### config.mk
export PLATFORM = sky130hd
export DESIGN_NAME = mul8_sched
export DESIGN_NICKNAME = d
export VERILOG_FILES = /design/src/rtl/mul_sched_pkg.sv /design/src/rtl/compressor.sv /design/src/rtl/mul_sched_rr_arb.sv /design/src/rtl/mul8_sched.sv
export SDC_FILE = /design/constraint.sdc
export NUM_CORES = 1
export LEC_CHECK = 0
export CAP_MARGIN = 0
export CORE_AREA = 2 2 202 204
export DETAILED_ROUTE_END_ITERATION = 10
export DIE_AREA = 0 0 204 206
export GPL_TIMING_DRIVEN = 1
export HOLD_SLACK_MARGIN = 0.06
export PLACE_DENSITY = 0.51
export SLEW_MARGIN = 10
export SYNTH_ARGS = -nofsm -noshare
export SYNTH_HDL_FRONTEND = slang
export SYNTH_SLANG_ARGS = --single-unit
export TNS_END_PERCENT = 5
### constraint.sdc
create_clock -name clk -period 6.6 [get_ports clk]
set_input_delay 1.32 -clock clk [delete_from_list [all_inputs] [get_ports clk]]
set_output_delay 1.32 -clock clk [all_outputs]
set_load 0.02 [all_outputs]
### src/rtl/mul_sched_pkg.sv
// mul_sched_pkg: op encodings, widths and the 8x8 partial-product column geometry
// shared by the mul8_sched scheduler, its arbiter and the compressor.
package mul_sched_pkg;

  localparam logic [1:0] OP_MUL  = 2'b00;
  localparam logic [1:0] OP_MAC  = 2'b01;
  localparam logic [1:0] OP_LOAD = 2'b10;
  localparam logic [1:0] OP_RSV  = 2'b11;

  localparam int ACC_W_DEF = 24;
  localparam int PROD_W    = 16;
  localparam int N_COLS    = 15;
  localparam int PP_BITS   = 64;

  function automatic int col_height(input int c);
    return (c < 8) ? c + 1 : 15 - c;
  endfunction

  // Offset of column c inside the flat 64-bit partial-product vector.
  function automatic int col_base(input int c);
    int s;
    s = 0;
    for (int k = 0; k < c; k++) s = s + col_height(k);
    return s;
  endfunction

endpackage

### src/rtl/compressor.sv
// compressor: purely combinational 8x8 partial-product column compressor.
// Column c holds bits of weight 2^c; the 16 outputs form the product.
module compressor
  import mul_sched_pkg::*;
(
  input  logic [col_height(0)-1:0]  src0,
  input  logic [col_height(1)-1:0]  src1,
  input  logic [col_height(2)-1:0]  src2,
  input  logic [col_height(3)-1:0]  src3,
  input  logic [col_height(4)-1:0]  src4,
  input  logic [col_height(5)-1:0]  src5,
  input  logic [col_height(6)-1:0]  src6,
  input  logic [col_height(7)-1:0]  src7,
  input  logic [col_height(8)-1:0]  src8,
  input  logic [col_height(9)-1:0]  src9,
  input  logic [col_height(10)-1:0] src10,
  input  logic [col_height(11)-1:0] src11,
  input  logic [col_height(12)-1:0] src12,
  input  logic [col_height(13)-1:0] src13,
  input  logic [col_height(14)-1:0] src14,
  output logic dst0,  output logic dst1,  output logic dst2,  output logic dst3,
  output logic dst4,  output logic dst5,  output logic dst6,  output logic dst7,
  output logic dst8,  output logic dst9,  output logic dst10, output logic dst11,
  output logic dst12, output logic dst13, output logic dst14, output logic dst15
);

  logic [PROD_W-1:0] w_sum;

  always_comb begin
    w_sum = '0;
    w_sum = w_sum + (PROD_W'($countones(src0)));
    w_sum = w_sum + (PROD_W'($countones(src1))  << 1);
    w_sum = w_sum + (PROD_W'($countones(src2))  << 2);
    w_sum = w_sum + (PROD_W'($countones(src3))  << 3);
    w_sum = w_sum + (PROD_W'($countones(src4))  << 4);
    w_sum = w_sum + (PROD_W'($countones(src5))  << 5);
    w_sum = w_sum + (PROD_W'($countones(src6))  << 6);
    w_sum = w_sum + (PROD_W'($countones(src7))  << 7);
    w_sum = w_sum + (PROD_W'($countones(src8))  << 8);
    w_sum = w_sum + (PROD_W'($countones(src9))  << 9);
    w_sum = w_sum + (PROD_W'($countones(src10)) << 10);
    w_sum = w_sum + (PROD_W'($countones(src11)) << 11);
    w_sum = w_sum + (PROD_W'($countones(src12)) << 12);
    w_sum = w_sum + (PROD_W'($countones(src13)) << 13);
    w_sum = w_sum + (PROD_W'($countones(src14)) << 14);
  end

  assign {dst15, dst14, dst13, dst12, dst11, dst10, dst9, dst8,
          dst7, dst6, dst5, dst4, dst3, dst2, dst1, dst0} = w_sum;

endmodule

### src/rtl/mul_sched_rr_arb.sv
// mul_sched_rr_arb: N-way round-robin arbiter. The pointer moves past the
// granted requester only when the grant is actually taken (i_adv high).
module mul_sched_rr_arb #(
  parameter int N  = 4,
  parameter int IW = 2
) (
  input  logic          clk,
  input  logic          rst_n,
  input  logic [N-1:0]  i_req,
  input  logic          i_adv,
  output logic [N-1:0]  o_grant,
  output logic [IW-1:0] o_idx,
  output logic          o_any
);

  logic [IW-1:0] r_ptr;

  always_comb begin
    logic [IW-1:0] v_j;
    o_grant = '0;
    o_idx   = '0;
    o_any   = 1'b0;
    v_j     = '0;
    for (int k = 0; k < N; k++) begin
      v_j = IW'((int'(r_ptr) + k) % N);
      if (!o_any && i_req[v_j]) begin
        o_any        = 1'b1;
        o_grant[v_j] = 1'b1;
        o_idx        = v_j;
      end
    end
  end

  always_ff @(posedge clk or negedge rst_n) begin
    if (!rst_n)
      r_ptr <= '0;
    else if (i_adv && o_any)
      r_ptr <= (o_idx == IW'(N - 1)) ? '0 : o_idx + 1'b1;
  end

endmodule

### src/rtl/mul8_sched.sv
// mul8_sched: round-robin scheduler sharing one 8x8 compressor among N_REQ clients,
// with per-requester accumulators. Optional self-check: MUL_SCHED_SELFCHECK_EN.
module mul8_sched
  import mul_sched_pkg::*;
#(
  parameter int N_REQ = 4,
  parameter int ACC_W = ACC_W_DEF,
  parameter int ID_W  = 2
) (
  input  logic               clk,
  input  logic               rst_n,
  input  logic [N_REQ-1:0]   req_valid,
  output logic [N_REQ-1:0]   req_ready,
  input  logic [N_REQ*8-1:0] req_a,
  input  logic [N_REQ*8-1:0] req_b,
  input  logic [N_REQ*2-1:0] req_op,
  output logic               resp_valid,
  input  logic               resp_ready,
  output logic [ID_W-1:0]    resp_id,
  output logic [ACC_W-1:0]   resp_data,
  output logic               busy,
  output logic               err
);

  logic [N_REQ-1:0]  w_grant;
  logic [ID_W-1:0]   w_idx;
  logic              w_any;
  logic              w_adv;
  logic [7:0]        w_a, w_b;
  logic [1:0]        w_op;
  logic              r_s1_valid;
  logic [7:0]        r_s1_a, r_s1_b;
  logic [1:0]        r_s1_op;
  logic [ID_W-1:0]   r_s1_id;
  logic [PP_BITS-1:0] w_pp;
  logic [PROD_W-1:0] w_p;
  logic [ACC_W-1:0]  w_pext, w_mac;
  logic              r_resp_valid;
  logic [ID_W-1:0]   r_resp_id;
  logic [ACC_W-1:0]  r_resp_data;
  logic [ACC_W-1:0]  r_acc [N_REQ];

  assign w_adv     = !r_resp_valid || resp_ready;
  assign req_ready = (rst_n && w_adv) ? w_grant : '0;

  mul_sched_rr_arb #(.N(N_REQ), .IW(ID_W)) u_arb (
    .clk     (clk),
    .rst_n   (rst_n),
    .i_req   (req_valid),
    .i_adv   (w_adv),
    .o_grant (w_grant),
    .o_idx   (w_idx),
    .o_any   (w_any)
  );

  always_comb begin
    w_a  = '0;
    w_b  = '0;
    w_op = OP_MUL;
    for (int i = 0; i < N_REQ; i++) begin
      if (w_grant[i]) begin
        w_a  = req_a[i*8 +: 8];
        w_b  = req_b[i*8 +: 8];
        w_op = req_op[i*2 +: 2];
      end
    end
  end

  always_ff @(posedge clk or negedge rst_n) begin
    if (!rst_n) begin
      r_s1_valid <= 1'b0;
      r_s1_a     <= '0;
      r_s1_b     <= '0;
      r_s1_op    <= OP_MUL;
      r_s1_id    <= '0;
    end else if (w_adv) begin
      r_s1_valid <= w_any;
      if (w_any) begin
        r_s1_a  <= w_a;
        r_s1_b  <= w_b;
        r_s1_op <= w_op;
        r_s1_id <= w_idx;
      end
    end
  end

  // Column c carries a[i]&b[j] for i+j=c, packed with i ascending from the column base.
  always_comb begin
    w_pp = '0;
    for (int i = 0; i < 8; i++)
      for (int j = 0; j < 8; j++)
        w_pp[col_base(i + j) + ((i + j > 7) ? 7 - j : i)] = r_s1_a[i] & r_s1_b[j];
  end

  compressor u_comp (
    .src0  (w_pp[col_base(0)  +: col_height(0)]),
    .src1  (w_pp[col_base(1)  +: col_height(1)]),
    .src2  (w_pp[col_base(2)  +: col_height(2)]),
    .src3  (w_pp[col_base(3)  +: col_height(3)]),
    .src4  (w_pp[col_base(4)  +: col_height(4)]),
    .src5  (w_pp[col_base(5)  +: col_height(5)]),
    .src6  (w_pp[col_base(6)  +: col_height(6)]),
    .src7  (w_pp[col_base(7)  +: col_height(7)]),
    .src8  (w_pp[col_base(8)  +: col_height(8)]),
    .src9  (w_pp[col_base(9)  +: col_height(9)]),
    .src10 (w_pp[col_base(10) +: col_height(10)]),
    .src11 (w_pp[col_base(11) +: col_height(11)]),
    .src12 (w_pp[col_base(12) +: col_height(12)]),
    .src13 (w_pp[col_base(13) +: col_height(13)]),
    .src14 (w_pp[col_base(14) +: col_height(14)]),
    .dst0  (w_p[0]),  .dst1  (w_p[1]),  .dst2  (w_p[2]),  .dst3  (w_p[3]),
    .dst4  (w_p[4]),  .dst5  (w_p[5]),  .dst6  (w_p[6]),  .dst7  (w_p[7]),
    .dst8  (w_p[8]),  .dst9  (w_p[9]),  .dst10 (w_p[10]), .dst11 (w_p[11]),
    .dst12 (w_p[12]), .dst13 (w_p[13]), .dst14 (w_p[14]), .dst15 (w_p[15])
  );

  assign w_pext = ACC_W'(w_p);
  assign w_mac  = r_acc[r_s1_id] + w_pext;

  // Accumulators are read and written only here, so consecutive MACs see fresh values.
  always_ff @(posedge clk or negedge rst_n) begin
    if (!rst_n) begin
      r_resp_valid <= 1'b0;
      r_resp_id    <= '0;
      r_resp_data  <= '0;
      for (int i = 0; i < N_REQ; i++) r_acc[i] <= '0;
    end else if (w_adv) begin
      r_resp_valid <= r_s1_valid;
      if (r_s1_valid) begin
        r_resp_id <= r_s1_id;
        case (r_s1_op)
          OP_MAC: begin
            r_acc[r_s1_id] <= w_mac;
            r_resp_data    <= w_mac;
          end
          OP_LOAD: begin
            r_acc[r_s1_id] <= w_pext;
            r_resp_data    <= w_pext;
          end
          OP_MUL, OP_RSV: r_resp_data <= w_pext;
        endcase
      end
    end
  end

  assign resp_valid = r_resp_valid;
  assign resp_id    = r_resp_id;
  assign resp_data  = r_resp_data;
  assign busy       = r_s1_valid | r_resp_valid;

`ifdef MUL_SCHED_SELFCHECK_EN
  logic [PROD_W-1:0] w_ref;
  logic              r_err;

  assign w_ref = PROD_W'(r_s1_a) * PROD_W'(r_s1_b);

  always_ff @(posedge clk or negedge rst_n) begin
    if (!rst_n)
      r_err <= 1'b0;
    else if (w_adv && r_s1_valid && (w_ref != w_p))
      r_err <= 1'b1;
  end

  assign err = r_err;
`else
  assign err = 1'b0;
`endif

endmodule

* Word level (Yosys, flattened, before mapping)
Cells that the tools add are included.
** Word-level totals
- Logic and storage cells :: 236
- Memories kept :: 0
- Bits in registers :: 146
- Bits of input ports :: 79
- Bits in read-only memories :: 0
- RAM bits :: 0
- Bits in latches :: 0
** Operators by class
- Bitwise logic cells :: 69
- Reduce and logical (&&, ||, !) cells :: 21
- Shift operators :: 0
- Add/sub/neg operators :: 68
- Magnitude comparators :: 10
- $mul :: 0
- Equality and inequality tests :: 4
- Multiplexer cells :: 51
- Divide/modulo/power cells :: 0
** Operator list (number)
- $bwmux W96 :: 2
- $pmux W96 S2 :: 1
- $add A16 B16 Y16 :: 10
- $mux W24 :: 3
- $and A1 B1 Y1 :: 64
- $mux W8 :: 8
- $add A1 B1 Y2 :: 28
- $add A16 B15 Y16 :: 3
- $bmux W24 S2 :: 1
- $demux W24 S2 :: 1
- $pmux W24 S2 :: 1
- $add A9 B9 Y9 :: 3
- $add A24 B16 Y24 :: 1
- $add A11 B11 Y11 :: 2
- $add A10 B10 Y10 :: 2
- $mux W4 :: 5
- $mux W2 :: 9
- $add A1 B16 Y16 :: 1
- $add A8 B8 Y8 :: 2
- $add A14 B1 Y14 :: 1
- $add A7 B7 Y7 :: 2
- $add A13 B13 Y13 :: 1
- $add A12 B1 Y12 :: 1
- $add A12 B12 Y12 :: 1
- other kinds (28) :: 70

* Logic depth before layout (Yosys ltp)
Gate-level depths: netlist (run 1).
- Word-level depth :: 19
- Gate-level depth with buffers :: 30

* Modules after synthesis
A second synthesis (run 1) with hierarchy kept.
** Unflattened totals
- Cell total of the unflattened synthesis :: 1120
- Area total of the unflattened synthesis :: 10652.7 um^2
** By module, submodules not included
- mul8_sched :: cells an instance 854, times used 1, area an instance 8189.1 um^2
- compressor :: cells an instance 206, times used 1, area an instance 1915.6 um^2
- mul_sched_rr_arb :: cells an instance 60, times used 1, area an instance 548.0 um^2

* Least setup slack after synthesis (run 1)
OpenSTA, ideal clock, no wires.
- Path type :: flip-flop to flip-flop
- Start :: register r_s1_b[1]
- End :: register r_acc[92] (netlist name)
- Stages on the path, launching flop included :: 29
- Library setup time :: 126 ps
- Path slack :: -705 ps
- Data required time :: 6474 ps
- Buffers on the path :: 0
- Arrival :: 7179 ps
- Cells stage by stage :: dfrtp_1 and2_1 ha_1 fa_1 inv_1 fa_1 inv_1 ha_1 inv_1 fa_1 fa_1 fa_1 inv_1 ha_1 ha_1 ha_1 nand3_1 o21ai_0 o221a_2 o21ai_0 and3_1 nor2_1 clkinv_1 ha_1 a21oi_1 nand2_1 a21oi_1 nor4_1 a221o_1
** On the way
- Longest elaborated chain between the ends :: 19
- Elaborated cells on any way between the ends :: 43
- Classes of those cells :: 33 x add/sub; 2 x mux; 8 x bitwise
** Ends and longest elaborated chain
- start: declaration :: line mul8_sched.sv:32 : logic [7:0] r_s1_a, r_s1_b;
- start signal: assignment :: line mul8_sched.sv:80 : r_s1_b <= w_b;
- $and A1 B1 Y1 :: line mul8_sched.sv:92 : w_pp[col_base(i + j) + ((i + j > 7) ? 7 - j : i)] = r_s1_a[i] & r_s1_b[j];
- $add A1 B1 Y2, on equally long branches :: line compressor.sv:32, compressor.sv:33
- $add A1 B16 Y16 or $add A14 B1 Y14 (tied branches) :: line compressor.sv:32, compressor.sv:33
- $add A16 B16 Y16 :: line compressor.sv:33 : w_sum = w_sum + (PROD_W'($countones(src2)) << 2);
- $add A16 B16 Y16 :: line compressor.sv:34 : w_sum = w_sum + (PROD_W'($countones(src3)) << 3);
- $add A16 B16 Y16 :: line compressor.sv:35 : w_sum = w_sum + (PROD_W'($countones(src4)) << 4);
- $add A16 B16 Y16 :: line compressor.sv:36 : w_sum = w_sum + (PROD_W'($countones(src5)) << 5);
- $add A16 B16 Y16 :: line compressor.sv:37 : w_sum = w_sum + (PROD_W'($countones(src6)) << 6);
- [... 3 more ...]
- $add A16 B16 Y16 (*) :: line compressor.sv:41 : w_sum = w_sum + (PROD_W'($countones(src10)) << 10);
- $add A16 B16 Y16 (*) :: line compressor.sv:42 : w_sum = w_sum + (PROD_W'($countones(src11)) << 11);
- $add A16 B15 Y16 (*) :: line compressor.sv:43 : w_sum = w_sum + (PROD_W'($countones(src12)) << 12);
- $add A16 B15 Y16 (*) :: line compressor.sv:44 : w_sum = w_sum + (PROD_W'($countones(src13)) << 13);
- $add A16 B15 Y16 (*) :: line compressor.sv:45 : w_sum = w_sum + (PROD_W'($countones(src14)) << 14);
- $add A24 B16 Y24 (*) :: line mul8_sched.sv:118 : assign w_mac = r_acc[r_s1_id] + w_pext;
- $bwmux W96 (*) :: line mul8_sched.sv:133 : r_acc[r_s1_id] <= w_mac;
- $pmux W96 S2 (*) :: line mul8_sched.sv:131 : case (r_s1_op)
- end signal: indexed assignment :: line mul8_sched.sv:133
- end signal: indexed assignment :: line mul8_sched.sv:137 : r_acc[r_s1_id] <= w_pext;
- end: declaration :: line mul8_sched.sv:41 : logic [ACC_W-1:0] r_acc [N_REQ];
Every way passes the cells marked *; elsewhere a longest branch is shown, timed or not.
A chain may end at the register's enable or synchronous reset.

* Worst setup path after layout (run 1)
- Start :: register r_s1_b[4]
- End :: register r_acc[40] (netlist name)
** On the way
- Longest elaborated chain between the ends :: 18
- Elaborated cells on any way between the ends :: 45
- Classes of those cells :: 35 x add/sub; 2 x mux; 8 x bitwise
** Ends and longest elaborated chain
- $and A1 B1 Y1 :: line mul8_sched.sv:92
- $add A1 B1 Y2 (implied by the code) :: line compressor.sv:35
- $add A12 B12 Y12 (implied by the code) :: line compressor.sv:35
- $add A12 B1 Y12 (implied by the code) :: line compressor.sv:35
- $add A16 B16 Y16 :: line compressor.sv:35
- $add A16 B16 Y16 :: line compressor.sv:36
- $add A16 B16 Y16 :: line compressor.sv:37
- $add A16 B16 Y16 :: line compressor.sv:38 : w_sum = w_sum + (PROD_W'($countones(src7)) << 7);
- [... 2 more ...]
- $add A16 B16 Y16 :: line compressor.sv:41
- $add A16 B16 Y16 (*) :: line compressor.sv:42
- $add A16 B15 Y16 (*) :: line compressor.sv:43
- $add A16 B15 Y16 (*) :: line compressor.sv:44
- $add A16 B15 Y16 (*) :: line compressor.sv:45
- $add A24 B16 Y24 (*) :: line mul8_sched.sv:118
- $bwmux W96 (*) :: line mul8_sched.sv:133
- $pmux W96 S2 (*) :: line mul8_sched.sv:131
Marked as above.

==> impl_metrics.prom, run 1 <==
# TYPE chip_impl_metric gauge
chip_impl_metric{name="seq_area_frac_synth",unit=""} 0.308
chip_impl_metric{name="routed_via_density",unit=""} 5.06
chip_impl_metric{name="first_global_vias",unit=""} 10363
chip_impl_metric{name="drt_iter0_drc",unit=""} 651
chip_impl_metric{name="vias",unit=""} 10349
chip_impl_metric{name="ios",unit=""} 112
chip_impl_metric{name="synthAdderAreaFrac",unit=""} 0.173
chip_impl_metric{name="initial_utilization",unit=""} 0.295
chip_impl_metric{name="crit_path_max_fo",unit=""} 6
chip_impl_metric{name="syn_area_per_cell",unit="sq um"} 9.06
chip_impl_metric{name="layout_setup_ws",unit="ns"} -0.153
chip_impl_metric{name="postRouteWirelength",unit="mm"} 34.8
chip_impl_metric{name="dp_slack",unit="ns"} -0.395
chip_impl_metric{name="clock_tree.buffer_depth",unit=""} 2
chip_impl_metric{name="clock_sink_count",unit=""} 146
chip_impl_metric{name="finalCriticalPeriod",unit="ns"} 6.75
chip_impl_metric{name="numCtsBuffers",unit=""} 17
chip_impl_metric{name="synth_fp_nets",unit=""} 1529
chip_impl_metric{name="fmax",unit="GHz"} 0.148
chip_impl_info{name="worstSetupStartpoint",value="r_s1_b[4]$_DFFE_PN0P_"} 1
chip_impl_info{name="synthFlopType",value="sky130_fd_sc_hd__dfrtp_1"} 1
chip_impl_metric{name="critPathArrivalTime",unit="ns"} 7.02
chip_impl_info{name="violations",value="negative setup slack"} 1
chip_impl_info{name="synthDominantAreaCellType",value="sky130_fd_sc_hd__dfrtp_1"} 1
chip_impl_metric{name="clkLatencyLatePin",unit="ns"} 0.43
chip_impl_metric{name="cts.reportedPaths.clkPinSlew",unit="ns"} 0.06
chip_impl_metric{name="post-dp-hpwl",unit="mm"} 25.3
chip_impl_info{name="root_buffer",value="sky130_fd_sc_hd__clkbuf_16"} 1
chip_impl_metric{name="synthToLayoutAreaGrowth",unit="%"} 31.8
chip_impl_metric{name="final_hold_viol_count",unit=""} 0
chip_impl_metric{name="worst_slew_pin_slew",unit="ns"} 1.11
chip_impl_metric{name="placement.io_buffers",unit=""} 110
chip_impl_metric{name="yosysWarningCount",unit=""} 0
chip_impl_metric{name="clock_tree.htree_level_count",unit=""} 4
chip_impl_metric{name="chipHeight",unit="um"} 206
chip_impl_metric{name="synth_area",unit="sq um"} 11900
chip_impl_metric{name="grt_first_pass_wirelength",unit="mm"} 56.4
chip_impl_metric{name="grt.total_usage",unit=""} 0.170
chip_impl_metric{name="final_net_count",unit=""} 1719
chip_impl_metric{name="drt_pre_antenna_iters",unit=""} 5
chip_impl_info{name="cts_tree",value="yes"} 1
chip_impl_metric{name="dieArea",unit="sq um"} 42000
chip_impl_metric{name="route.antenna.remaining_nets",unit=""} 0
chip_impl_metric{name="r2r.worst_path.cells",unit=""} 30
chip_impl_metric{name="finalCritPeriodShare",unit=""} 1.02
chip_impl_metric{name="maxCapViolations",unit=""} 0
chip_impl_metric{name="crit_path_max_incr_delay",unit="ns"} 0.53
chip_impl_metric{name="number_of_inserted_diodes",unit=""} 0
chip_impl_info{name="type_of_element_capturing_the_critical_path",value="flop"} 1
chip_impl_info{name="worst_setup_path_endpoint",value="r_acc[40]$_DFFE_PN0P_"} 1
chip_impl_info{name="critPathLaunchType",value="flop"} 1
chip_impl_info{name="unrepaired_setup_endpoints_after_global_routing",value="yes"} 1
chip_impl_metric{name="synth-compound-area-share",unit=""} 0.153
chip_impl_metric{name="synth_xor_area_frac",unit=""} 0.0162
chip_impl_metric{name="proportion_of_layout_cells_with_a_drive_suffix_above_1",unit=""} 0.213
chip_impl_info{name="criticalPathCategory",value="reg -> reg"} 1
chip_impl_metric{name="drc_errors",unit=""} 0
chip_impl_metric{name="place_congestion",unit=""} 0.836
chip_impl_info{name="critPathSlowestCell",value="sky130_fd_sc_hd__fa_1"} 1
chip_impl_metric{name="muxShareOfSynthArea",unit=""} 0.103
chip_impl_metric{name="synth_top_cell_area_share",unit=""} 0.308
chip_impl_info{name="r2r-end",value="r_acc[40]$_DFFE_PN0P_"} 1
chip_impl_metric{name="reg2reg_slack",unit="ns"} -0.15
chip_impl_metric{name="fin_worst_skew",unit="ns"} 0.0129
chip_impl_metric{name="max_slew_margin",unit=""} 0.256
chip_impl_metric{name="grt_start_max_net_pins",unit=""} 75
chip_impl_metric{name="final-setup-viol-count",unit=""} 24
chip_impl_metric{name="syn_inst",unit=""} 1310
chip_impl_metric{name="synth_async_sr_flop_share",unit=""} 1.00
chip_impl_metric{name="synth_cell_types",unit=""} 63
chip_impl_metric{name="worstPathRequired",unit="ns"} 6.87
chip_impl_metric{name="core_region_area",unit="sq um"} 40200
chip_impl_metric{name="final_max_slew_viol_count",unit=""} 0
chip_impl_metric{name="grt_antenna_before_repair",unit=""} 0
chip_impl_metric{name="rows",unit=""} 74
chip_impl_info{name="timing.hold.worst.class",value="reg -> reg"} 1
chip_impl_metric{name="yosys_register_bits",unit=""} 146
chip_impl_metric{name="average_routed_wire_per_standard_cell",unit="um"} 17.0
chip_impl_metric{name="chipWidth",unit="um"} 204
chip_impl_metric{name="synthSimpleGateAreaFrac",unit=""} 0.193
chip_impl_metric{name="synth-edff-count",unit=""} 0
chip_impl_info{name="run_status",value="finished with violations"} 1
chip_impl_info{name="r2r_start",value="r_s1_b[4]$_DFFE_PN0P_"} 1
chip_impl_info{name="cp_dominant_cell_by_count",value="sky130_fd_sc_hd__ha_4"} 1
chip_impl_info{name="synthTopCellsByArea",value="sky130_fd_sc_hd__dfrtp_1 31%, sky130_fd_sc_hd__ha_1 11%, sky130_fd_sc_hd__fa_1 6.8%"} 1
chip_impl_info{name="largest_family_of_logic_cells_by_synthesized_area",value="simple AND/OR/NAND/NOR gates"} 1
chip_impl_metric{name="global_route.overflow_total",unit=""} 0
cell families (layout without fill, tap and decap cells):
family | after synthesis | after routing
simple gates | 477 | 477
compound gates | 280 | 281
buf+inv | 160 | 362
flops | 146 | 146
fa+ha+maj | 140 | 140
mux | 84 | 84
xor+xnor | 22 | 22
other cells | 1 | 1
cell usage after synthesis (5+ instances only):
cell type,count
sky130_fd_sc_hd__a21o_1,15
sky130_fd_sc_hd__mux2_2,21
sky130_fd_sc_hd__nand2_1,172
sky130_fd_sc_hd__nor2b_1,8
sky130_fd_sc_hd__buf_1,8
sky130_fd_sc_hd__fa_1,40
sky130_fd_sc_hd__ha_1,100
sky130_fd_sc_hd__o31ai_1,10
sky130_fd_sc_hd__o211a_1,5
sky130_fd_sc_hd__or2_2,9
sky130_fd_sc_hd__xor2_1,6
sky130_fd_sc_hd__nand2b_1,11
sky130_fd_sc_hd__o211ai_1,5
sky130_fd_sc_hd__o21a_1,8
sky130_fd_sc_hd__a31oi_1,9
sky130_fd_sc_hd__inv_1,91
sky130_fd_sc_hd__clkbuf_1,50
sky130_fd_sc_hd__a21oi_1,53
sky130_fd_sc_hd__nor2_1,76
sky130_fd_sc_hd__mux4_2,28
sky130_fd_sc_hd__nor4_1,11
sky130_fd_sc_hd__nand3_1,47
sky130_fd_sc_hd__a221o_1,5
sky130_fd_sc_hd__mux2i_1,35
sky130_fd_sc_hd__a211oi_1,7
sky130_fd_sc_hd__buf_2,5
sky130_fd_sc_hd__nor3_1,34
sky130_fd_sc_hd__xnor2_1,16
sky130_fd_sc_hd__o21ai_0,99
sky130_fd_sc_hd__and3_1,12
sky130_fd_sc_hd__or4_1,11
sky130_fd_sc_hd__and2_1,66
sky130_fd_sc_hd__a22oi_1,16
sky130_fd_sc_hd__dfrtp_1,146
sky130_fd_sc_hd__nand4_1,8
sky130_fd_sc_hd__or3_1,5
sky130_fd_sc_hd__a311oi_1,20
flip-flops by register name, indices dropped and copies added, names as in the netlist, named ones only:
signal       flops
r_acc           96
resp_data       24
r_s1_a           8
r_s1_b           8
r_s1_id          2
r_s1_op          2
resp_id          2
r_s1_valid       1
resp_valid       1
u_arb.r_ptr      1
what timing repair did:
action | in CTS | in global routing
resized for setup | 29 | 55
hold buffers | 0 | 0
endpoints found under the setup margin | 63 | 68
pin swaps | 32 | 47
setup buffers | 10 | 9
gates cloned | 1 | 0
cells in the final DEF, fill, tap and decap left out, types with 9 or more instances in the layout:
| master | Yosys | routed |
|---|---|---|
| sky130_fd_sc_hd__nand2b_1 | 11 | 9 |
| sky130_fd_sc_hd__nand2_1 | 172 | 171 |
| sky130_fd_sc_hd__nor2_1 | 76 | 71 |
| sky130_fd_sc_hd__mux4_2 | 28 | 28 |
| sky130_fd_sc_hd__inv_1 | 91 | 85 |
| sky130_fd_sc_hd__or4_1 | 11 | 11 |
| sky130_fd_sc_hd__nand3_1 | 47 | 44 |
| sky130_fd_sc_hd__a311oi_1 | 20 | 19 |
| sky130_fd_sc_hd__buf_4 | 2 | 121 |
| sky130_fd_sc_hd__a31oi_1 | 9 | 9 |
| sky130_fd_sc_hd__a22oi_1 | 16 | 13 |
| sky130_fd_sc_hd__xnor2_1 | 16 | 11 |
| sky130_fd_sc_hd__mux2i_1 | 35 | 34 |
| sky130_fd_sc_hd__mux2_2 | 21 | 21 |
| sky130_fd_sc_hd__ha_1 | 100 | 75 |
| sky130_fd_sc_hd__a21oi_1 | 53 | 46 |
| sky130_fd_sc_hd__clkbuf_16 | 0 | 17 |
| sky130_fd_sc_hd__dfrtp_1 | 146 | 145 |
| sky130_fd_sc_hd__and2_1 | 66 | 61 |
| sky130_fd_sc_hd__nor4_1 | 11 | 10 |
| sky130_fd_sc_hd__and3_1 | 12 | 9 |
| sky130_fd_sc_hd__ha_4 | 0 | 21 |
| sky130_fd_sc_hd__a21o_1 | 15 | 15 |
| sky130_fd_sc_hd__clkdlybuf4s50_1 | 0 | 109 |
| sky130_fd_sc_hd__fa_1 | 40 | 32 |
| sky130_fd_sc_hd__nor3_1 | 34 | 32 |
| sky130_fd_sc_hd__o21ai_0 | 99 | 93 |
layer usage:
| metal | global-route usage | share of wire |
|---|---|---|
| met2 | 0.288 | 0.50 |
| met5 | 0 | 0 |
| met4 | 0.0391 | 0.012 |
| met1 | 0.235 | 0.47 |
| met3 | 0.0178 | 0.026 |
layout make-up:
| cell class | instances | area, sq um |
|---|---|---|
| Sequential cell | 146 | 3650 |
| Clock buffer | 21 | 460 |
| Tap cell | 532 | 666 |
| Timing Repair Buffer | 238 | 2110 |
| Multi-Input combinational cell | 1005 | 8250 |
| Fill cell | 4024 | 24600 |
| Inverter | 92 | 348 |
| Clock inverter | 11 | 150 |
how the worst min path moves through the flow:
stage                     cells after the start               endpoint             startpoint
final                                         2  r_acc[31]$_DFFE_PN0P_  r_acc[31]$_DFFE_PN0P_
after detailed placement                      2  r_acc[59]$_DFFE_PN0P_  r_acc[59]$_DFFE_PN0P_
after global placement                        2  r_acc[64]$_DFFE_PN0P_  r_acc[64]$_DFFE_PN0P_
after CTS                                     2  r_acc[59]$_DFFE_PN0P_  r_acc[59]$_DFFE_PN0P_
after global routing                          2  r_acc[37]$_DFFE_PN0P_  r_acc[37]$_DFFE_PN0P_
after floorplan                               2  r_acc[35]$_DFFE_PN0P_  r_acc[35]$_DFFE_PN0P_
metrics by stage:
| stage | hold slack [ns] | util | std cells | area (sq um) | TNS, ns |
|---|---|---|---|---|---|
| detailed placement | 0.466 | 0.358 | 1993 | 14400 | -15.23 |
| floorplan | 0.440 | - | 1310 | 12100 | 0 |
| global route | 0.489 | 0.389 | 2045 | 15600 | -13.72 |
| CTS | 0.481 | 0.380 | 2036 | 15300 | -8.55 |
| finish | 0.478 | 0.389 | 2045 | 15600 | -1.74 |
| global placement | 0.457 | 0.358 | 1993 | 14400 | -12.50 |
worst max-delay path: cells and delay by family (launching register included):
family / cells / cell delay, ns
adder cells (fa/ha/maj): 11 / 3.84
AND/OR/NAND/NOR: 7 / 1.15
AO/OA/AOI/OAI: 6 / 0.80
buffers and inverters: 6 / 0.44
flip-flops: 1 / 0.37
Power of run 1 is not shown: default switching activity piles up to over one toggle a cycle in this logic, so the estimate is an artifact.
==> inputs of run 2 (changes only) <==
- RECOVER_POWER: not set -> 100
==> run 2 against run 1 <==
Against the previous run: maximum frequency hardly changed; core utilization down 0.13 points; routed wire length down 0.27%; global-route usage stayed put; via count grew 0.14%; cell count did not move; hold slack worse by 0.00091 ns; non-clock buffer count did not move; the flow finishes with violations (max-capacitance violations, max-slew violations, negative setup slack); critical path depth is the same; register-to-register slack barely moved; flip-flop and latch count unchanged.
==> impl_metrics.prom, run 2 (synthesis results as in run 1) <==
# TYPE chip_impl_metric gauge
chip_impl_info{name="run_status",value="finished with violations"} 1
chip_impl_info{name="violations",value="max-capacitance violations, max-slew violations, negative setup slack"} 1
chip_impl_metric{name="placement.io_buffers",unit=""} 110
chip_impl_metric{name="clkLatencyLatePin",unit="ns"} 0.43
chip_impl_info{name="critPathSlowestCell",value="sky130_fd_sc_hd__fa_1"} 1
chip_impl_metric{name="number_of_inserted_diodes",unit=""} 0
chip_impl_info{name="type_of_element_capturing_the_critical_path",value="flop"} 1
chip_impl_metric{name="critPathBufInv",unit=""} 6
chip_impl_metric{name="holdWs",unit="ns"} 0.477
chip_impl_metric{name="min_delay_path_depth",unit=""} 2
chip_impl_metric{name="first_global_vias",unit=""} 10363
chip_impl_metric{name="multi_input_comb_area",unit="sq um"} 8230
chip_impl_info{name="commonest_non_fill_non_tap_cell_in_the_layout",value="sky130_fd_sc_hd__nand2_1"} 1
chip_impl_metric{name="crit_path_max_incr_delay",unit="ns"} 0.53
chip_impl_metric{name="post-dp-hpwl",unit="mm"} 25.3
chip_impl_info{name="timing.hold.worst.class",value="reg -> reg"} 1
chip_impl_metric{name="crit_path_max_fo",unit=""} 6
chip_impl_info{name="r2r-end",value="r_acc[40]$_DFFE_PN0P_"} 1
chip_impl_info{name="r2r_start",value="r_s1_b[4]$_DFFE_PN0P_"} 1
chip_impl_info{name="min_to",value="r_acc[5]$_DFFE_PN0P_"} 1
chip_impl_metric{name="cts.reportedPaths.clkPinSlew",unit="ns"} 0.06
chip_impl_metric{name="maxCapViolations",unit=""} 5
chip_impl_info{name="final_cell_mix",value="171 x sky130_fd_sc_hd__nand2_1, 145 x sky130_fd_sc_hd__dfrtp_1, 110 x sky130_fd_sc_hd__buf_4, 94 x sky130_fd_sc_hd__o21ai_0, 86 x sky130_fd_sc_hd__inv_1"} 1
chip_impl_metric{name="largest_register_ffs",unit=""} 96
chip_impl_metric{name="final_net_count",unit=""} 1719
chip_impl_metric{name="ios",unit=""} 112
chip_impl_info{name="cts_tree",value="yes"} 1
chip_impl_metric{name="synthToLayoutAreaGrowth",unit="%"} 31.3
chip_impl_metric{name="numCtsBuffers",unit=""} 17
chip_impl_info{name="criticalPathCategory",value="reg -> reg"} 1
chip_impl_metric{name="fin_worst_skew",unit="ns"} 0.0115
chip_impl_metric{name="global_route.overflow_total",unit=""} 0
chip_impl_metric{name="final_max_slew_viol_count",unit=""} 234
chip_impl_metric{name="chipWidth",unit="um"} 204
chip_impl_metric{name="cts_hold_buffers",unit=""} 0
chip_impl_metric{name="rows",unit=""} 74
chip_impl_metric{name="critPathArrivalTime",unit="ns"} 7.02
chip_impl_metric{name="average_routed_wire_per_standard_cell",unit="um"} 17.0
chip_impl_metric{name="dieArea",unit="sq um"} 42000
chip_impl_metric{name="clock_tree.htree_level_count",unit=""} 4
chip_impl_metric{name="finalCriticalPeriod",unit="ns"} 6.75
chip_impl_info{name="largest_register",value="r_acc"} 1
chip_impl_metric{name="core_region_area",unit="sq um"} 40200
chip_impl_metric{name="grt_first_pass_wirelength",unit="mm"} 56.4
chip_impl_metric{name="max_slew_margin",unit=""} -0.761
chip_impl_metric{name="layout_setup_ws",unit="ns"} -0.155
chip_impl_info{name="critPathLaunchType",value="flop"} 1
chip_impl_metric{name="route.antenna.remaining_nets",unit=""} 0
chip_impl_metric{name="worstPathRequired",unit="ns"} 6.87
chip_impl_metric{name="drt_pre_antenna_iters",unit=""} 5
chip_impl_metric{name="initial_utilization",unit=""} 0.295
chip_impl_metric{name="clock_sink_count",unit=""} 146
chip_impl_metric{name="place_congestion",unit=""} 0.836
chip_impl_metric{name="reg2reg_slack",unit="ns"} -0.15
chip_impl_metric{name="ff_latch_area",unit="sq um"} 3650
chip_impl_metric{name="grt.total_usage",unit=""} 0.170
chip_impl_info{name="root_buffer",value="sky130_fd_sc_hd__clkbuf_16"} 1
chip_impl_metric{name="grt_antenna_before_repair",unit=""} 0
chip_impl_metric{name="worst_slew_pin_slew",unit="ns"} 2.64
chip_impl_metric{name="final_hold_viol_count",unit=""} 0
chip_impl_metric{name="postRouteWirelength",unit="mm"} 34.7
chip_impl_metric{name="routed_via_density",unit=""} 5.07
chip_impl_info{name="critPathTopFamily",value="adder cells"} 1
chip_impl_metric{name="grt_start_max_net_pins",unit=""} 75
chip_impl_metric{name="drt_iter0_drc",unit=""} 638
chip_impl_metric{name="vias",unit=""} 10363
chip_impl_metric{name="final-setup-viol-count",unit=""} 25
chip_impl_metric{name="finalCritPeriodShare",unit=""} 1.02
chip_impl_metric{name="fillers",unit=""} 4040
chip_impl_info{name="unrepaired_setup_endpoints_after_global_routing",value="yes"} 1
chip_impl_metric{name="r2r.worst_path.cells",unit=""} 30
chip_impl_info{name="cp_dominant_cell_by_count",value="sky130_fd_sc_hd__ha_4"} 1
chip_impl_metric{name="proportion_of_layout_cells_with_a_drive_suffix_above_1",unit=""} 0.205
chip_impl_metric{name="chipHeight",unit="um"} 206
chip_impl_info{name="hold_path.startpoint",value="r_acc[5]$_DFFE_PN0P_"} 1
chip_impl_metric{name="clock_tree.buffer_depth",unit=""} 2
chip_impl_metric{name="drc_errors",unit=""} 0
chip_impl_metric{name="fmax",unit="GHz"} 0.148
## run 2: cell count changes in the layout (fill, tap and decap cells not counted), sizes merged
cell	before	now
buf	129	117
clkbuf	21	33
clkdlybuf4s50	109	75
dlygate4sd3	0	34
## run 2: worst min-delay path, stage by stage (launching register included)
cell,delay (ns)
sky130_fd_sc_hd__dfrtp_1,0.34
sky130_fd_sc_hd__nand2_1,0.04
sky130_fd_sc_hd__o21ai_0,0.06
## run 2: through the flow
step           setup TNS (ns)   util  instances  worst slack [ns]  cell area, sq um
2_1_floorplan               0      -       1310           0.00824             12100
3_3_place_gp           -12.50  0.358       1993            -0.359             14400
3_5_place_dp           -15.23  0.358       1993            -0.395             14400
4_1_cts                 -8.55  0.380       2036            -0.254             15300
5_1_grt                -15.16  0.388       2045            -0.442             15600
6_report                -1.95  0.388       2045            -0.155             15600
## run 2: layout make-up
class / instances / share of cell area
flip-flops and latches: 146 / 0.235
multi-input cells: 1005 / 0.528
clock buffers: 21 / 0.0296
clock inverters: 11 / 0.00964
well taps: 532 / 0.0427
inverters: 92 / 0.0223
repair buffers: 238 / 0.133
## run 2: worst max path at each step
| stage | start | endpoint | slack, ns | cells after the start |
|---|---|---|---|---|
| 6_report | r_s1_b[4]$_DFFE_PN0P_ | r_acc[40]$_DFFE_PN0P_ | -0.15 | 30 |
| 4_1_cts | r_s1_a[7]$_DFFE_PN0P_ | r_acc[40]$_DFFE_PN0P_ | -0.25 | 30 |
| 2_1_floorplan | r_s1_a[7]$_DFFE_PN0P_ | r_acc[20]$_DFFE_PN0P_ | 0.008 | 28 |
| 5_1_grt | r_s1_a[2]$_DFFE_PN0P_ | r_acc[40]$_DFFE_PN0P_ | -0.44 | 30 |
| 3_5_place_dp | r_s1_a[7]$_DFFE_PN0P_ | resp_data[21]$_DFFE_PN0P_ | -0.39 | 26 |
| 3_3_place_gp | r_s1_a[7]$_DFFE_PN0P_ | resp_data[21]$_DFFE_PN0P_ | -0.36 | 26 |
## run 2: repair_timing
item	4_1_cts	5_1_grt
pin swaps	32	47
buffers inserted	10	9
gates resized for setup	29	55
cloned	1	0
hold endpoints to repair	0	0
setup endpoints to repair	63	68
## run 2: metal layers
layer | routed length, um | part of all wire | vias to the layer above | global-route usage
met4 | 412 | 0.012 | 0 | 0.0391
met2 | 17200 | 0.49 | 167 | 0.288
met1 | 16200 | 0.47 | 5132 | 0.235
met5 | 0 | 0 | - | 0
met3 | 994 | 0.029 | 26 | 0.0178
li1 | - | - | 5038 | -
Power of run 2 is left out for the same reason.
==> inputs of run 3 (changes only) <==
- CORE_AREA: 2 2 202 204 -> 2 2 153 155
- DIE_AREA: 0 0 204 206 -> 0 0 155 157
- PLACE_DENSITY: 0.51 -> 0.79
==> run 3 against run 2 <==
Against the previous run: the flow still finishes with violations (max-capacitance violations, max-slew violations, negative setup slack); die area down 42%; worst setup slack worse by 0.15 ns; clock skew grew 0.0041 ns; sequential share of layout area grew 0.41 points.
==> impl_metrics.prom, run 3 (synthesis results as in run 1) <==
# TYPE chip_impl_metric gauge
chip_impl_metric{name="synthToLayoutAreaGrowth",unit="%"} 29.1
chip_impl_info{name="final_cell_mix",value="170 x sky130_fd_sc_hd__nand2_1, 145 x sky130_fd_sc_hd__dfrtp_1, 119 x sky130_fd_sc_hd__buf_4, 108 x sky130_fd_sc_hd__clkdlybuf4s50_1, 87 x sky130_fd_sc_hd__inv_1"} 1
chip_impl_info{name="unrepaired_setup_endpoints_after_global_routing",value="yes"} 1
chip_impl_metric{name="fmax",unit="GHz"} 0.145
chip_impl_metric{name="clock_tree.buffer_depth",unit=""} 2
chip_impl_metric{name="clkLatencyLatePin",unit="ns"} 0.44
chip_impl_metric{name="grt.total_usage",unit=""} 0.290
chip_impl_info{name="r2r_start",value="r_s1_b[2]$_DFFE_PN0P_"} 1
chip_impl_metric{name="post-dp-hpwl",unit="mm"} 24.0
chip_impl_metric{name="ios",unit=""} 112
chip_impl_metric{name="grt_antenna_before_repair",unit=""} 0
chip_impl_metric{name="final_hold_viol_count",unit=""} 0
chip_impl_metric{name="final_net_count",unit=""} 1717
chip_impl_metric{name="drc_errors",unit=""} 0
chip_impl_metric{name="cts.reportedPaths.clkPinSlew",unit="ns"} 0.07
chip_impl_metric{name="critPathBufInv",unit=""} 4
chip_impl_info{name="largest_register",value="r_acc"} 1
chip_impl_info{name="r2r-end",value="r_acc[69]$_DFFE_PN0P_"} 1
chip_impl_metric{name="worstPathRequired",unit="ns"} 6.97
chip_impl_metric{name="cell_depth_of_the_worst_setup_path",unit=""} 26
chip_impl_metric{name="placement.io_buffers",unit=""} 110
chip_impl_metric{name="grt_start_max_net_pins",unit=""} 67
chip_impl_metric{name="layout_setup_ws",unit="ns"} -0.307
chip_impl_metric{name="crit_path_max_incr_delay",unit="ns"} 0.52
chip_impl_metric{name="clock_tree.htree_level_count",unit=""} 4
chip_impl_info{name="run_status",value="finished with violations"} 1
chip_impl_metric{name="crit_path_max_fo",unit=""} 8
chip_impl_metric{name="global_route.overflow_total",unit=""} 0
chip_impl_metric{name="core_region_area",unit="sq um"} 22500
chip_impl_metric{name="route.antenna.remaining_nets",unit=""} 0
chip_impl_metric{name="grt_first_pass_wirelength",unit="mm"} 56.3
chip_impl_metric{name="chipWidth",unit="um"} 155
chip_impl_info{name="cts_tree",value="yes"} 1
chip_impl_metric{name="min_delay_path_depth",unit=""} 2
chip_impl_info{name="critPathTopFamily",value="adder cells"} 1
chip_impl_metric{name="fin_cells",unit=""} 1796
chip_impl_metric{name="proportion_of_layout_cells_with_a_drive_suffix_above_1",unit=""} 0.218
chip_impl_info{name="hold_path.startpoint",value="r_acc[49]$_DFFE_PN0P_"} 1
chip_impl_metric{name="finalCriticalPeriod",unit="ns"} 6.91
chip_impl_info{name="criticalPathCategory",value="reg -> reg"} 1
chip_impl_metric{name="maxCapViolations",unit=""} 3
chip_impl_metric{name="number_of_inserted_diodes",unit=""} 0
chip_impl_metric{name="initial_utilization",unit=""} 0.527
chip_impl_info{name="grt-busiest-layer",value="met2"} 1
chip_impl_metric{name="finish.utilization",unit=""} 0.681
chip_impl_metric{name="postRouteWirelength",unit="mm"} 35.2
chip_impl_metric{name="fin_tns_setup",unit="ns"} -6.59
chip_impl_metric{name="drt_pre_antenna_iters",unit=""} 8
chip_impl_metric{name="place_congestion",unit=""} 0.941
chip_impl_info{name="cp_dominant_cell_by_count",value="sky130_fd_sc_hd__ha_4"} 1
chip_impl_metric{name="gr-usage-met3",unit=""} 0.0507
chip_impl_metric{name="rows",unit=""} 55
chip_impl_metric{name="cts_hold_buffers",unit=""} 0
chip_impl_metric{name="fin_worst_skew",unit="ns"} 0.0156
chip_impl_metric{name="vias",unit=""} 10996
chip_impl_metric{name="final_max_slew_viol_count",unit=""} 152
chip_impl_info{name="violations",value="max-capacitance violations, max-slew violations, negative setup slack"} 1
chip_impl_metric{name="clock_sink_count",unit=""} 146
chip_impl_info{name="root_buffer",value="sky130_fd_sc_hd__clkbuf_16"} 1
chip_impl_metric{name="use_met1",unit=""} 0.361
chip_impl_metric{name="placedCellCount",unit=""} 1746
chip_impl_metric{name="worst_slew_pin_slew",unit="ns"} 2.44
chip_impl_metric{name="r2r.worst_path.cells",unit=""} 26
chip_impl_metric{name="reg2reg_slack",unit="ns"} -0.31
chip_impl_info{name="commonest_non_fill_non_tap_cell_in_the_layout",value="sky130_fd_sc_hd__nand2_1"} 1
chip_impl_metric{name="max_slew_margin",unit=""} -0.628
chip_impl_metric{name="global_route.usage.met2",unit=""} 0.513
chip_impl_metric{name="largest_register_ffs",unit=""} 96
chip_impl_info{name="critPathLaunchType",value="flop"} 1
chip_impl_metric{name="finalCritPeriodShare",unit=""} 1.05
chip_impl_metric{name="chipHeight",unit="um"} 157
chip_impl_metric{name="final-setup-viol-count",unit=""} 48
chip_impl_metric{name="average_routed_wire_per_standard_cell",unit="um"} 19.6
chip_impl_metric{name="drt_iter0_drc",unit=""} 1024
chip_impl_metric{name="numCtsBuffers",unit=""} 17
chip_impl_metric{name="dieArea",unit="sq um"} 24300
chip_impl_info{name="min_to",value="r_acc[49]$_DFFE_PN0P_"} 1
chip_impl_metric{name="routed_via_density",unit=""} 6.12
chip_impl_metric{name="critPathArrivalTime",unit="ns"} 7.27
chip_impl_metric{name="first_global_vias",unit=""} 11294
chip_impl_info{name="timing.hold.worst.class",value="reg -> reg"} 1
chip_impl_info{name="critPathSlowestCell",value="sky130_fd_sc_hd__or4_4"} 1
chip_impl_info{name="type_of_element_capturing_the_critical_path",value="flop"} 1
==> run 3: per-stage QoR <==
stage               hold slack [ns]  instance area (sq um)  setup WS [ns]
floorplan                     0.440                  12100        0.00824
global placement              0.454                  14100         -0.209
detailed placement            0.467                  14100         -0.352
CTS                           0.482                  15000         -0.156
global route                  0.505                  15300         -0.425
finish                        0.481                  15300         -0.307
==> run 3: worst reg2reg max path: cells and delay by family (launching register included) <==
kind | cells | cell delay (ns)
AND/OR/NAND/NOR | 5 | 1.22
buffers and inverters | 4 | 0.52
XOR/XNOR | 2 | 0.27
AO/OA/AOI/OAI | 5 | 1.07
adder cells (fa/ha/maj) | 10 | 3.38
flip-flops | 1 | 0.39
==> run 3: how the worst max path moves through the flow <==
stage,slack (ns),startpoint,to
after floorplan,0.008,r_s1_a[7]$_DFFE_PN0P_,r_acc[20]$_DFFE_PN0P_
after global placement,-0.21,r_s1_b[2]$_DFFE_PN0P_,r_acc[45]$_DFFE_PN0P_
after detailed placement,-0.35,r_s1_a[7]$_DFFE_PN0P_,r_acc[41]$_DFFE_PN0P_
after CTS,-0.16,r_s1_a[4]$_DFFE_PN0P_,r_acc[69]$_DFFE_PN0P_
after global routing,-0.43,r_s1_a[2]$_DFFE_PN0P_,resp_data[21]$_DFFE_PN0P_
final,-0.31,r_s1_b[2]$_DFFE_PN0P_,r_acc[69]$_DFFE_PN0P_
==> run 3: layout make-up <==
| type | count | area (sq um) |
|---|---|---|
| Multi-Input combinational cell | 1004 | 8280 |
| Inverter | 92 | 347 |
| Tap cell | 285 | 357 |
| Sequential cell | 146 | 3650 |
| Clock inverter | 15 | 161 |
| Clock buffer | 17 | 425 |
| Timing Repair Buffer | 237 | 2090 |
| Fill cell | 1647 | 7190 |
==> run 3: timing repair <==
action,4_1_cts,5_1_grt
setup endpoints to repair,64,68
resized for setup,53,59
gates cloned,1,0
pin swaps,57,34
setup buffers,10,7
==> run 3: routing by layer <==
layer	routed length [um]	share of wire	up-vias
met3	2430	0.069	129
met1	13800	0.39	5332
met4	1310	0.037	0
met2	17700	0.50	514
met5	0	0	-
li1	-	-	5021
Power of run 3 is left out for the same reason.
